<file path="src/rtl/spike_window_discriminator_if.sv">
// Sample-stream and event-result bundle for one discriminator channel.
// The master (HPF side / bench) drives samples, and the slave (discriminator)
// reports its decisions and status.
interface spike_window_discriminator_if #(
  parameter int DATA_W = 16,
  parameter int N_WIN  = 8,
  parameter int CNT_W  = 16
);
  logic              sample_valid;
  logic [DATA_W-1:0] sample_in;
  logic              detect;
  logic              reject;
  logic              busy;
  logic [2:0]        fsm_state;
  logic [N_WIN-1:0]  win_state;
  logic [CNT_W-1:0]  sample_cnt;

  modport master (
    output sample_valid, sample_in,
    input  detect, reject, busy, fsm_state, win_state, sample_cnt
  );

  modport slave (
    input  sample_valid, sample_in,
    output detect, reject, busy, fsm_state, win_state, sample_cnt
  );
endinterface

</file>
<file path="src/rtl/spike_window_discriminator.sv">
// Spike window discriminator: this block arms on a threshold crossing of an
// offset-binary sample stream. It then checks N_WIN inclusion/exclusion time
// windows against the samples that follow. It issues a one-cycle detect or
// reject pulse per event, followed by a refractory period.
module spike_window_discriminator #(
  parameter int DATA_W = 16,
  parameter int N_WIN  = 8,
  parameter int CNT_W  = 16
) (
  input  logic                    dataclk,
  input  logic                    reset,
  input  logic                    enable,
  input  logic [DATA_W-1:0]       thrsh,
  input  logic                    thrsh_pol,
  input  logic [N_WIN-1:0]        win_en,
  input  logic [N_WIN-1:0]        win_edge_type,
  input  logic [N_WIN*CNT_W-1:0]  win_start,
  input  logic [N_WIN*CNT_W-1:0]  win_stop,
  input  logic [N_WIN*DATA_W-1:0] win_level,
  input  logic [CNT_W-1:0]        stop_max,
  input  logic [CNT_W-1:0]        refract,
  spike_window_discriminator_if.slave sif
);

  typedef enum logic [2:0] {
    S_IDLE    = 3'd0,
    S_ARMED   = 3'd1,
    S_TRACK   = 3'd2,
    S_REFRACT = 3'd3
  } state_t;

  localparam logic [CNT_W-1:0] CNT_ONE = {{(CNT_W-1){1'b0}}, 1'b1};

  // Unsigned compare; equality never counts as beyond.
  function automatic logic beyond(input logic [DATA_W-1:0] x,
                                  input logic [DATA_W-1:0] lvl,
                                  input logic              pol);
    return pol ? (x > lvl) : (x < lvl);
  endfunction

  state_t                  state;
  logic                    prev_beyond;
  logic [CNT_W-1:0]        sample_cnt;
  logic [CNT_W-1:0]        ref_cnt;
  logic [N_WIN-1:0]        win_state;
  logic                    detect;
  logic                    reject;

  // Event configuration, frozen at the crossing so mid-event edits are ignored
  logic [N_WIN-1:0]        sh_en;
  logic [N_WIN-1:0]        sh_edge;
  logic [N_WIN*CNT_W-1:0]  sh_start;
  logic [N_WIN*CNT_W-1:0]  sh_stop;
  logic [N_WIN*DATA_W-1:0] sh_level;
  logic [CNT_W-1:0]        sh_stop_max;
  logic [CNT_W-1:0]        sh_refract;
  logic                    sh_pol;

  // Configuration actually used for window evaluation this cycle
  logic [N_WIN-1:0]        e_en;
  logic [N_WIN-1:0]        e_edge;
  logic [N_WIN*CNT_W-1:0]  e_start;
  logic [N_WIN*CNT_W-1:0]  e_stop;
  logic [N_WIN*DATA_W-1:0] e_level;
  logic [CNT_W-1:0]        e_stop_max;
  logic                    e_pol;

  logic                    thr_beyond;
  logic                    crossing;
  logic [CNT_W-1:0]        eval_cnt;
  logic [N_WIN-1:0]        ws_next;
  logic                    abort;
  logic                    at_end;
  logic                    all_ok;

  assign thr_beyond = beyond(sif.sample_in, thrsh, thrsh_pol);
  assign crossing   = (state == S_ARMED) && sif.sample_valid && thr_beyond && !prev_beyond;

  // The crossing sample is evaluated before the shadows load, so it sees live config
  always_comb begin
    if (state == S_ARMED) begin
      e_en       = win_en;
      e_edge     = win_edge_type;
      e_start    = win_start;
      e_stop     = win_stop;
      e_level    = win_level;
      e_stop_max = stop_max;
      e_pol      = thrsh_pol;
    end else begin
      e_en       = sh_en;
      e_edge     = sh_edge;
      e_start    = sh_start;
      e_stop     = sh_stop;
      e_level    = sh_level;
      e_stop_max = sh_stop_max;
      e_pol      = sh_pol;
    end
  end

  // Window hit evaluation for the current valid sample at count eval_cnt
  always_comb begin
    eval_cnt = (state == S_TRACK) ? sample_cnt + CNT_ONE : '0;
    ws_next  = (state == S_ARMED) ? (e_en & e_edge) : win_state;
    abort    = 1'b0;
    for (int i = 0; i < N_WIN; i++) begin
      if (e_en[i] &&
          (e_start[i*CNT_W +: CNT_W] <= eval_cnt) &&
          (eval_cnt <= e_stop[i*CNT_W +: CNT_W]) &&
          beyond(sif.sample_in, e_level[i*DATA_W +: DATA_W], e_pol)) begin
        if (e_edge[i]) begin
          ws_next[i] = 1'b0;
          abort      = 1'b1;
        end else begin
          ws_next[i] = 1'b1;
        end
      end
    end
    all_ok = &(ws_next | ~e_en);
    at_end = (eval_cnt == e_stop_max);
  end

  // Shadow capture on the arming crossing
  always_ff @(posedge dataclk) begin
    if (enable && crossing) begin
      sh_en       <= win_en;
      sh_edge     <= win_edge_type;
      sh_start    <= win_start;
      sh_stop     <= win_stop;
      sh_level    <= win_level;
      sh_stop_max <= stop_max;
      sh_refract  <= refract;
      sh_pol      <= thrsh_pol;
    end
  end

  // Event FSM with registered pulses, counters and window flags
  always_ff @(posedge dataclk or negedge reset) begin
    if (!reset) begin
      state       <= S_IDLE;
      prev_beyond <= 1'b1;
      sample_cnt  <= '0;
      ref_cnt     <= '0;
      win_state   <= '0;
      detect      <= 1'b0;
      reject      <= 1'b0;
    end else begin
      detect <= 1'b0;
      reject <= 1'b0;
      if (!enable) begin
        state      <= S_IDLE;
        sample_cnt <= '0;
        ref_cnt    <= '0;
      end else begin
        case (state)
          S_IDLE: begin
            state       <= S_ARMED;
            prev_beyond <= 1'b1;
          end
          S_ARMED, S_TRACK: begin
            if (sif.sample_valid) begin
              prev_beyond <= thr_beyond;
              if (state == S_TRACK || crossing) begin
                sample_cnt <= eval_cnt;
                win_state  <= ws_next;
                ref_cnt    <= '0;
                if (abort) begin
                  reject <= 1'b1;
                  state  <= S_REFRACT;
                end else if (at_end) begin
                  detect <= all_ok;
                  reject <= !all_ok;
                  state  <= S_REFRACT;
                end else begin
                  state  <= S_TRACK;
                end
              end
            end
          end
          S_REFRACT: begin
            if (sif.sample_valid) prev_beyond <= thr_beyond;
            if (sh_refract == '0) begin
              state <= S_ARMED;
            end else if (sif.sample_valid) begin
              ref_cnt <= ref_cnt + CNT_ONE;
              if (ref_cnt + CNT_ONE == sh_refract) state <= S_ARMED;
            end
          end
          default: state <= S_IDLE;
        endcase
      end
    end
  end

  assign sif.detect     = detect;
  assign sif.reject     = reject;
  assign sif.busy       = (state == S_TRACK) || (state == S_REFRACT);
  assign sif.fsm_state  = state;
  assign sif.win_state  = win_state;
  assign sif.sample_cnt = sample_cnt;

endmodule

</file>
<file path="src/flat_wrapper.sv">
// flat-port wrapper written by rule: the top's interface ports become plain ports
module spike_window_discriminator_flat 
#(
  parameter int DATA_W = 16,
  parameter int N_WIN  = 8,
  parameter int CNT_W  = 16
)
  (dataclk, reset, enable, thrsh, thrsh_pol, win_en, win_edge_type, win_start, win_stop, win_level, stop_max, refract, sif_sample_valid, sif_sample_in, sif_detect, sif_reject, sif_busy, sif_fsm_state, sif_win_state, sif_sample_cnt);
  spike_window_discriminator_if #(.DATA_W(DATA_W), .N_WIN(N_WIN), .CNT_W(CNT_W)) sif_i ();
  input  logic dataclk;
  input  logic reset;
  input  logic enable;
  input  logic [DATA_W-1:0] thrsh;
  input  logic thrsh_pol;
  input  logic [N_WIN-1:0] win_en;
  input  logic [N_WIN-1:0] win_edge_type;
  input  logic [N_WIN*CNT_W-1:0] win_start;
  input  logic [N_WIN*CNT_W-1:0] win_stop;
  input  logic [N_WIN*DATA_W-1:0] win_level;
  input  logic [CNT_W-1:0] stop_max;
  input  logic [CNT_W-1:0] refract;
  input wire logic [$bits(sif_i.sample_valid)-1:0] sif_sample_valid;
  input wire logic [$bits(sif_i.sample_in)-1:0] sif_sample_in;
  output wire logic [$bits(sif_i.detect)-1:0] sif_detect;
  output wire logic [$bits(sif_i.reject)-1:0] sif_reject;
  output wire logic [$bits(sif_i.busy)-1:0] sif_busy;
  output wire logic [$bits(sif_i.fsm_state)-1:0] sif_fsm_state;
  output wire logic [$bits(sif_i.win_state)-1:0] sif_win_state;
  output wire logic [$bits(sif_i.sample_cnt)-1:0] sif_sample_cnt;
  assign sif_i.sample_valid = sif_sample_valid;
  assign sif_i.sample_in = sif_sample_in;
  assign sif_detect = sif_i.detect;
  assign sif_reject = sif_i.reject;
  assign sif_busy = sif_i.busy;
  assign sif_fsm_state = sif_i.fsm_state;
  assign sif_win_state = sif_i.win_state;
  assign sif_sample_cnt = sif_i.sample_cnt;
  spike_window_discriminator #(.DATA_W(DATA_W), .N_WIN(N_WIN), .CNT_W(CNT_W)) u_core (.dataclk(dataclk), .reset(reset), .enable(enable), .thrsh(thrsh), .thrsh_pol(thrsh_pol), .win_en(win_en), .win_edge_type(win_edge_type), .win_start(win_start), .win_stop(win_stop), .win_level(win_level), .stop_max(stop_max), .refract(refract), .sif(sif_i));
endmodule
</file>
<file path="config.mk">
export PLATFORM = sky130hd
export DESIGN_NAME = spike_window_discriminator_flat
export DESIGN_NICKNAME = d
export VERILOG_FILES = /design/src/rtl/spike_window_discriminator_if.sv /design/src/rtl/spike_window_discriminator.sv /design/src/flat_wrapper.sv
export SDC_FILE = /design/constraint.sdc
export NUM_CORES = 1
export LEC_CHECK = 0
export ABC_AREA = 1
export CAP_MARGIN = 30
export CORE_MARGIN = 4
export CORE_UTILIZATION = 43
export CTS_BUF_LIST = sky130_fd_sc_hd__clkbuf_8 sky130_fd_sc_hd__clkbuf_16
export DETAILED_ROUTE_END_ITERATION = 16
export GPL_ROUTABILITY_DRIVEN = 0
export PLACE_DENSITY = 0.69
export SLEW_MARGIN = 0
export SYNTH_ARGS = -nofsm -noshare
export SYNTH_HDL_FRONTEND = slang
export SYNTH_SLANG_ARGS = --single-unit
</file>
<file path="constraint.sdc">
create_clock -name dataclk -period 33.1 [get_ports dataclk]
set_input_delay 8.275 -clock dataclk [delete_from_list [all_inputs] [get_ports dataclk]]
set_output_delay 8.275 -clock dataclk [all_outputs]
set_load 0.03 [all_outputs]
</file>
==> out/summary.md, run 1 <==
The flow ran to the end, and the final reports show no timing, DRC or antenna violations. The routed length per placed instance is 20.9 um, and the number of H-tree levels is 2. The tools report the via count of the first global-routing pass as 23,200.

For the pin with the worst max-slew slack, the measured transition is 1.01 ns. The later-pin clock latency in the skew report was 0.62 ns; the HPWL after detailed placement was 71.4 mm. The share of the yosys chip area belonging to registers was 46.6%. Clock tree synthesis selected as its root buffer the cell sky130_fd_sc_hd__clkbuf_16. Post-CTS timing repair inserted 0 buffers for setup.

The sink count of the clock tree was 478. The worst hold path startpoint was u_core.ref_cnt[15]. For the largest net degree at the start of global routing, the log shows 172. The most critical setup path has its startpoint at sif_sample_in[1].

The type of the worst setup path was in -> reg. The synthesized design contains 478 register bits. The highest achievable clock rate is 0.0822 GHz, and the portion of the clock cycle consumed by the worst path in the final layout is 36.7%. The average vias per placed instance was 5.28; the largest clock skew in the final design was 0.0170 ns. After synthesis, the netlist uses 50 different library cells. After clock tree synthesis, the flow added hold-fix buffers numbering 0. No sink is reached through more buffers than the 3 on the longest clock path.

The logs give 0 for the number of max-slew violations in the final report and 24,100 for the via count. STA classifies the critical path endpoint as a register. The setup-violating endpoint count in the final report was 0; the net count reported at finish was 4,422. The Yosys step of the flow raised 0 warnings. Across the VDD grid, the largest voltage drop is 0.0000597 V. The number of enable flip-flop cells after synthesis is 433, and the relative slew slack is 32.4%. Summed over all failing endpoints, the final setup total negative slack is 0 ns. Number of instances resized during post-cts repair: 0.

Measured along the x axis, the die boundary spans 274 um. The run gives 74,900 um^2 as the floorplan die area. The site row count came out at 97. The startpoint identified for the worst register-to-register timing path is u_core.sif.fsm_state[1]. Across all register-to-register paths, the minimum setup slack is 27.59 ns.

Before antenna repair, the detailed router went through 5 iterations. Summed over all cells, the static leakage comes to 16.2 nW. The count of buffers added on input and output ports is 497. The cell depth of the worst hold path was 2; the synthesized netlist net count was 3,919. The routed design could run at a clock period as short as 12.16 ns.

The run gives 0 as the number of maximum-capacitance constraint violations. Post-route DRC violation count: 0. The delay contributed by the slowest stage of the critical path was 0.82 ns.

Wires add up to 95.6 mm. Cell count after synthesis: 3,059. Of all nets on the critical path, the largest fanout is 171. Global routing used 24.6% of the available tracks across all layers. Total design power: 2.19 mW. The critical path goes through clkdlybuf4s50_1 -> ha_1 -> a21oi_1 -> o21ai_0 -> nand2_1 -> o211ai_1 -> nand2_1 -> nand3_1 -> nand2_1 -> o21ai_0 -> buf_4 -> nand3b_1 -> nor2_4 -> buf_4 -> buf_16 -> buf_12. For the area of the mapped netlist, the log shows 30,300 um^2. The first global-routing pass estimated 140 mm of wire. Counting flops with an async set or reset pin after synthesis yields a share of 9.41%. For the leftover overflow at the end of global routing, the log shows 0.

The fraction of final layout cells with drive strength greater than 1 was 4.60%. On the critical path, the stage with the largest delay is an instance of sky130_fd_sc_hd__clkdlybuf4s50_1. Among the stages of the critical path, the cell type that occurs most often is sky130_fd_sc_hd__nand2_1. At the placement stage, the worst setup path has a slack of 19.50 ns. Once layout is complete, the cells apart from fillers number 4,565. For the remaining antenna violation count after routing, the log shows 0. Clock transition at the register clock pins on the worst setup and hold paths after CTS: 0.05 ns. Required time at the endpoint of the critical path: 33.33 ns. For the number of top-level pins, the log shows 499.

End point of the worst hold path: u_core.ref_cnt[15]. The logs give 29 for the initial antenna violation count and 43.3% for the initial standard-cell utilization of the core. For the worst flop-to-flop path, the logic depth is 18.

Setup repair after global routing left no endpoint under its margin. The total placed cells including tap cells came out at 4,440. The vertical extent of the die is 274 um. The tools report the standard cell core area as 70,000 um^2. Classification of the worst-slack hold path: reg -> reg. The number of design-rule violations left by the first detailed-router iteration was 1,773. Relative to the synthesized area, the layout overhead comes to 26.3%. Post-synthesis area per instance: 9.92 um^2.

STA classifies the critical path startpoint as a primary input. The TritonCTS buffer count is 58. The power density over the cells works out to 57.1 nW/um^2. Data arrives at the worst endpoint at 12.39 ns. TritonCTS built the clock tree.

Leading register cell type out of synthesis: sky130_fd_sc_hd__edfxtp_1. The worst path meets setup with 20.94 ns of slack. The number of failing hold endpoints at the final stage is 0. The worst register-to-register path ends at u_core.sif.fsm_state[0].
power by group:
| part | internal [mW] | leakage, nW | total (mW) | switching (mW) |
|---|---|---|---|---|
| clock | 0.359 | 0.963 | 0.620 | 0.261 |
| sequential | 0.676 | 4.51 | 0.685 | 0.00859 |
| combinational | 0.353 | 10.7 | 0.883 | 0.530 |
| total | 1.39 | 16.2 | 2.19 | 0.800 |
critical path: cells and delay by family:
| family | cells | cell delay, ns |
|---|---|---|
| compound gates | 4 | 0.48 |
| fa+ha+maj | 1 | 0.35 |
| buf+inv | 5 | 2.37 |
| simple gates | 6 | 0.72 |
Yosys cell counts (all sizes together) (2+ instances only):
library cell | n | area (um^2)
nand3b | 7 | 52.6
nor3 | 30 | 180
inv | 235 | 882
a21oi | 194 | 971
o22ai | 16 | 100
nor4 | 8 | 50.1
o31ai | 12 | 90.1
xnor2 | 10 | 87.6
a31oi | 10 | 62.6
o21a | 11 | 82.6
nand3 | 107 | 596
nor2 | 144 | 561
o211ai | 6 | 45.0
edfxtp | 433 | 13000
ha | 391 | 4890
or3 | 2 | 12.5
clkbuf | 35 | 131
dfrtp | 44 | 1100
nand2 | 787 | 2990
o21bai | 12 | 90.1
mux2i | 249 | 2490
xor2 | 25 | 219
nand4 | 78 | 488
o21ai | 133 | 669
buf | 45 | 239
a21boi | 3 | 22.5
or2 | 18 | 113
a21o | 5 | 37.5
o211a | 2 | 20.0
nor4b | 2 | 17.5
cell type report:
cell class                 count  area, um^2
clock inverter                45         295
sequential                   478       14100
antenna                       15        37.5
clock buffer                  63        1550
inverter                     236         891
timing repair buffer         523        5260
fill                        6199       31700
tap                          940        1180
multi-input combinational   2265       15000
layer usage:
layer | vias to the layer above | track usage [%] | wire [um]
met2 | 822 | 40.3 | 44400
met3 | 165 | 5.87 | 7850
li1 | 11900 | - | -
met4 | 18 | 7.80 | 2880
met5 | - | 0 | 122
met1 | 11200 | 32.3 | 40400
sequential cells by signal, summed over array words and instances, names as in the netlist:
signal                 flops
u_core.sh_start          128
u_core.ref_cnt            16
u_core.sif.detect          1
u_core.sif.fsm_state       2
u_core.sh_stop_max        16
u_core.sh_pol              1
u_core.sif.reject          1
u_core.sh_stop           128
u_core.sif.sample_cnt     16
u_core.sh_level          128
u_core.sh_en               8
u_core.sh_edge             8
u_core.prev_beyond         1
u_core.sif.win_state       8
u_core.sh_refract         16
placed cells by master (no fill, tap or decap), types with 4 or more instances in the layout:
cell type,Yosys,final
sky130_fd_sc_hd__a21oi_1,194,194
sky130_fd_sc_hd__diode_2,0,15
sky130_fd_sc_hd__o211ai_1,6,6
sky130_fd_sc_hd__o22ai_1,16,16
sky130_fd_sc_hd__o21ai_1,14,15
sky130_fd_sc_hd__nand2_2,9,9
sky130_fd_sc_hd__mux2i_1,249,249
sky130_fd_sc_hd__ha_1,391,390
sky130_fd_sc_hd__nor3_1,24,22
sky130_fd_sc_hd__o31ai_1,12,12
sky130_fd_sc_hd__o21bai_1,12,12
sky130_fd_sc_hd__buf_12,0,4
sky130_fd_sc_hd__o21a_1,11,11
sky130_fd_sc_hd__edfxtp_1,433,433
sky130_fd_sc_hd__nor4_1,8,8
sky130_fd_sc_hd__buf_4,2,19
sky130_fd_sc_hd__nor3_2,6,8
sky130_fd_sc_hd__nand3b_1,7,7
sky130_fd_sc_hd__dfrtp_1,44,44
sky130_fd_sc_hd__clkinv_2,0,10
sky130_fd_sc_hd__o21ai_0,118,117
sky130_fd_sc_hd__clkbuf_16,0,61
sky130_fd_sc_hd__nand3_1,98,98
sky130_fd_sc_hd__a31oi_1,10,10
sky130_fd_sc_hd__inv_1,233,249
sky130_fd_sc_hd__nand3_2,7,7
sky130_fd_sc_hd__a21o_1,5,5
sky130_fd_sc_hd__nand4_1,78,78
sky130_fd_sc_hd__clkinvlp_4,0,4
sky130_fd_sc_hd__xnor2_1,10,10
sky130_fd_sc_hd__clkinv_1,1,9
sky130_fd_sc_hd__nor2_1,140,139
sky130_fd_sc_hd__or2_2,17,17
sky130_fd_sc_hd__nand2_1,776,776
sky130_fd_sc_hd__clkdlybuf4s50_1,0,496
sky130_fd_sc_hd__xor2_1,25,25
worst max path at each step:
| stage | endpoint | slack [ns] | depth (start not counted) |
|---|---|---|---|
| finish | u_core.sh_level[73] | 20.94 | 16 |
| global route | u_core.sh_level[4] | 20.76 | 17 |
| global placement | u_core.sh_level[84] | 19.51 | 16 |
| CTS | u_core.sh_level[83] | 20.14 | 16 |
| floorplan | u_core.sh_edge[0] | 4.54 | 13 |
| detailed placement | u_core.sh_level[55] | 19.50 | 15 |
metrics by stage:
stage	utilization (%)	hold WS (ns)	area, um^2
detailed placement	52.0	0.504	36400
finish	54.7	0.512	38300
CTS	54.6	0.520	38200
global route	54.7	0.545	38300
floorplan	-	0.472	30300
global placement	52.0	0.491	36400
logic make-up after synthesis:
family / share of synthesized area [%]
mux: 8.21
buf+inv: 4.14
simple gates: 16.7
xor+xnor: 1.01
compound gates: 7.27
other cells: 0.0124
flops: 46.6
fa+ha+maj: 16.1
Power figures use the tool's default switching activity.
==> run 2: changes to the inputs <==
Settings changed: PLACE_DENSITY 0.69 to 0.71.
Clock period 33.1 ns to 10.5 ns, I/O delays scaled along.
==> run 2 against run 1 <==
Effect of this change:
- clock power increased to 3.2 times the previous value
- power rose to 3.2 times the previous value
- non-clock buffer count down 3
- worst setup slack lost 17 ns
- critical endpoint is now u_core.sh_level[77]
- sequential share of layout area barely moved
- highest routed layer unchanged
- clock skew rose by 0.0056 ns
==> out/summary.md, run 2 (synthesis gave the netlist of run 1 again) <==
In the layout the commonest cells are 776 x sky130_fd_sc_hd__nand2_1, 496 x sky130_fd_sc_hd__clkdlybuf4s50_1, 433 x sky130_fd_sc_hd__edfxtp_1. Net switching is 36.3% of the power. The worst setup slack after layout came out at 3.93 ns. For the final database, setup skew stands at 0.0226 ns.

The part of the power in registers was 31.1%. Broken down by cell family, the worst path's largest delay share belongs to buffers and inverters. Summed over all nets, the switching power comes to 2.52 mW. The floorplan die area came out at 74,900 um^2. Global routing consumed, over all layers together, 24.5% of the routing resources. The critical path goes through clkdlybuf4s50_1 -> ha_1 -> a21oi_1 -> o21ai_0 -> nand2_1 -> o211ai_1 -> nand2_1 -> nand3_1 -> nand2_1 -> o21ai_1 -> nand3b_1 -> nor2_4 -> buf_4. The tools report the count of hold buffers inserted by post-cts repair as 0. In this run, the combinational gates consume 40.1% of the power. The tools report the area used by multi-input combinational logic as 15,000 um^2. Setup repair after global routing left no endpoint under its margin. The transition time at the pin with the least slew margin was 1.04 ns.

The pre-antenna-repair detailed-routing pass consisted of 5 iterations. The nature of the critical path startpoint was a primary input. The flow ran to the end, and the final reports show no timing, DRC or antenna violations. The first global-routing pass estimated 140 mm of wire. TritonCTS built the clock tree.

The via count of the first global-routing pass was 23,300; the worst IR drop on VDD was 0.000160 V. Across the whole layout, storage elements account for 14,100 um^2. After filler insertion, the fill cell instance count of the layout stands at 6,145. The clock transition at the register clock pins on the worst setup and hold paths after CTS was 0.06 ns; the number of maximum-capacitance constraint violations was 0.

The run gives 0 as the number of failing hold endpoints at the final stage. The worst setup path is captured at a register. Summing internal, switching and leakage power gives 6.94 mW. The run gives 0.61 ns as the later-pin clock latency in the skew report. Hold slack: 0.505 ns. The run gives 4,416 as the net count reported at finish. Data on the critical path is required at its endpoint by 10.74 ns.

After detailed routing, the number of remaining DRC violations is 0. The final-layout setup total negative slack was 0 ns. Final critical delay including setup and external delays: 6.57 ns. Leaving out fill and tap cells, the most frequent cell in the layout is sky130_fd_sc_hd__nand2_1.

Vertical extent of the die: 274 um. The highest achievable clock rate was 0.152 GHz. The detailed router placed 24,200 vias in this run. The run gives 4,439 as the total placed cells including tap cells.

The number of top-level pins was 499; the number of I/O port buffers was 497. Setup violations remaining at the end of the flow were counted as 0. The setup slack of the most critical reg-to-reg path was 5.05 ns. Once the floorplan was initialized, standard cells occupied 43.3% of the core. For this run, the slowest stage of the critical path takes 0.83 ns. The largest registers in the layout are u_core.sh_level (128), u_core.sh_start (128), u_core.sh_stop (128). The leftover overflow at the end of global routing was 0; the average vias per placed instance was 5.32.

The H-tree was split into 2 levels. The initial antenna violation count is 20, and the buffering stage count on the worst path with inverters included is 2. Dividing the detail-routed wire length by the instance count gives 20.9 um. For this run, the number of standard cells in the final layout without fillers is 4,552. The number of design-rule violations left by the first detailed-router iteration was 1,877.

The tree built by TritonCTS fans out to 478 sinks. Entering global routing, the biggest net connects 140 pins. The slowest stage of the critical path belongs to the cell sky130_fd_sc_hd__buf_4. The relative slew slack was 31.0%. The worst setup path is of the in -> reg kind.

The internal power summed over all cells is 4.42 mW. The tightest min-delay check is of the reg -> reg type. Counting stages on the worst path, the most repeated cell is sky130_fd_sc_hd__nand2_1. The total area inside the core boundary comes to 70,000 um^2. The HPWL after detailed placement is 71.9 mm.

The sum of routed wire length over all layers was 95.4 mm; the site row count was 97. For this design the ratio of total power to cell area is 181 nW/um^2. Summed over all cells, the static leakage comes to 16.1 nW. The number of max-slew violations in the final report is 0.

Of the available clock period, the critical path in the final layout requires 62.6%. Data on the critical path arrives at its endpoint at 6.81 ns. Relative to the synthesized area, the layout overhead comes to 26.3%. Of the total power, the clock network draws 28.7%. The die width was 274 um. Of all nets on the critical path, the largest fanout is 68.

In this run the post-CTS setup repair buffer count came out at 0. No sink is reached through more buffers than the 3 on the longest clock path. The number of instances resized during post-cts repair is 0, and the fraction of final layout cells with drive strength greater than 1 is 4.75%. The remaining antenna violation count after routing was 0; the minimum setup slack after placement was 3.28 ns. Clock tree root buffer cell: sky130_fd_sc_hd__clkbuf_16. In this run, CTS created clock tree buffers numbering 55.
[run 2: cell type report]
class | instances | area share, %
diodes | 11 | 0.0718
clock buffers | 60 | 3.83
clock inverters | 42 | 1.00
inverters | 236 | 2.37
multi-input cells | 2265 | 39.2
flip-flops and latches | 478 | 36.9
well taps | 940 | 3.07
repair buffers | 520 | 13.6
[run 2: final timing paths]
| check | from | end | cells past startpoint |
|---|---|---|---|
| max | sif_sample_in[1] | u_core.sh_level[77] | 13 |
| max in group asynchronous | reset | u_core.sif.win_state[6] | 2 |
| min | u_core.ref_cnt[15] | u_core.ref_cnt[15] | 2 |
| min reg2reg | u_core.ref_cnt[15] | u_core.ref_cnt[15] | 2 |
| min in group asynchronous | reset | u_core.ref_cnt[13] | 2 |
| max reg2reg | u_core.sif.fsm_state[1] | u_core.sif.fsm_state[0] | 22 |
[run 2: per-layer routing]
metal  track usage [%]  share of wire (%)
met5                 0              0.068
met4              6.44                2.6
met3              5.36                8.2
met2              40.6                 47
met1              32.6                 43
[run 2: metrics by stage]
stage / area (um^2) / utilization, %
global placement: 36400 / 52.0
finish: 38300 / 54.7
detailed placement: 36400 / 52.0
CTS: 38300 / 54.7
global route: 38300 / 54.7
floorplan: 30400 / -
[run 2: worst min-delay path, delay by kind of cell, from the launching register on]
kind	cells	cell delay [ns]
compound gates	1	0.06
flops	1	0.35
simple gates	1	0.06
[run 2: power by group through the flow]
stage | sequential [mW] | combinational (mW) | clock [mW]
2_1_floorplan | 2.23 | 1.89 | 0
3_3_place_gp | 2.20 | 2.72 | 0
3_5_place_dp | 2.20 | 2.78 | 0
4_1_cts | 2.16 | 2.79 | 2.03
5_1_grt | 2.16 | 3.12 | 2.10
6_report | 2.16 | 2.78 | 1.99
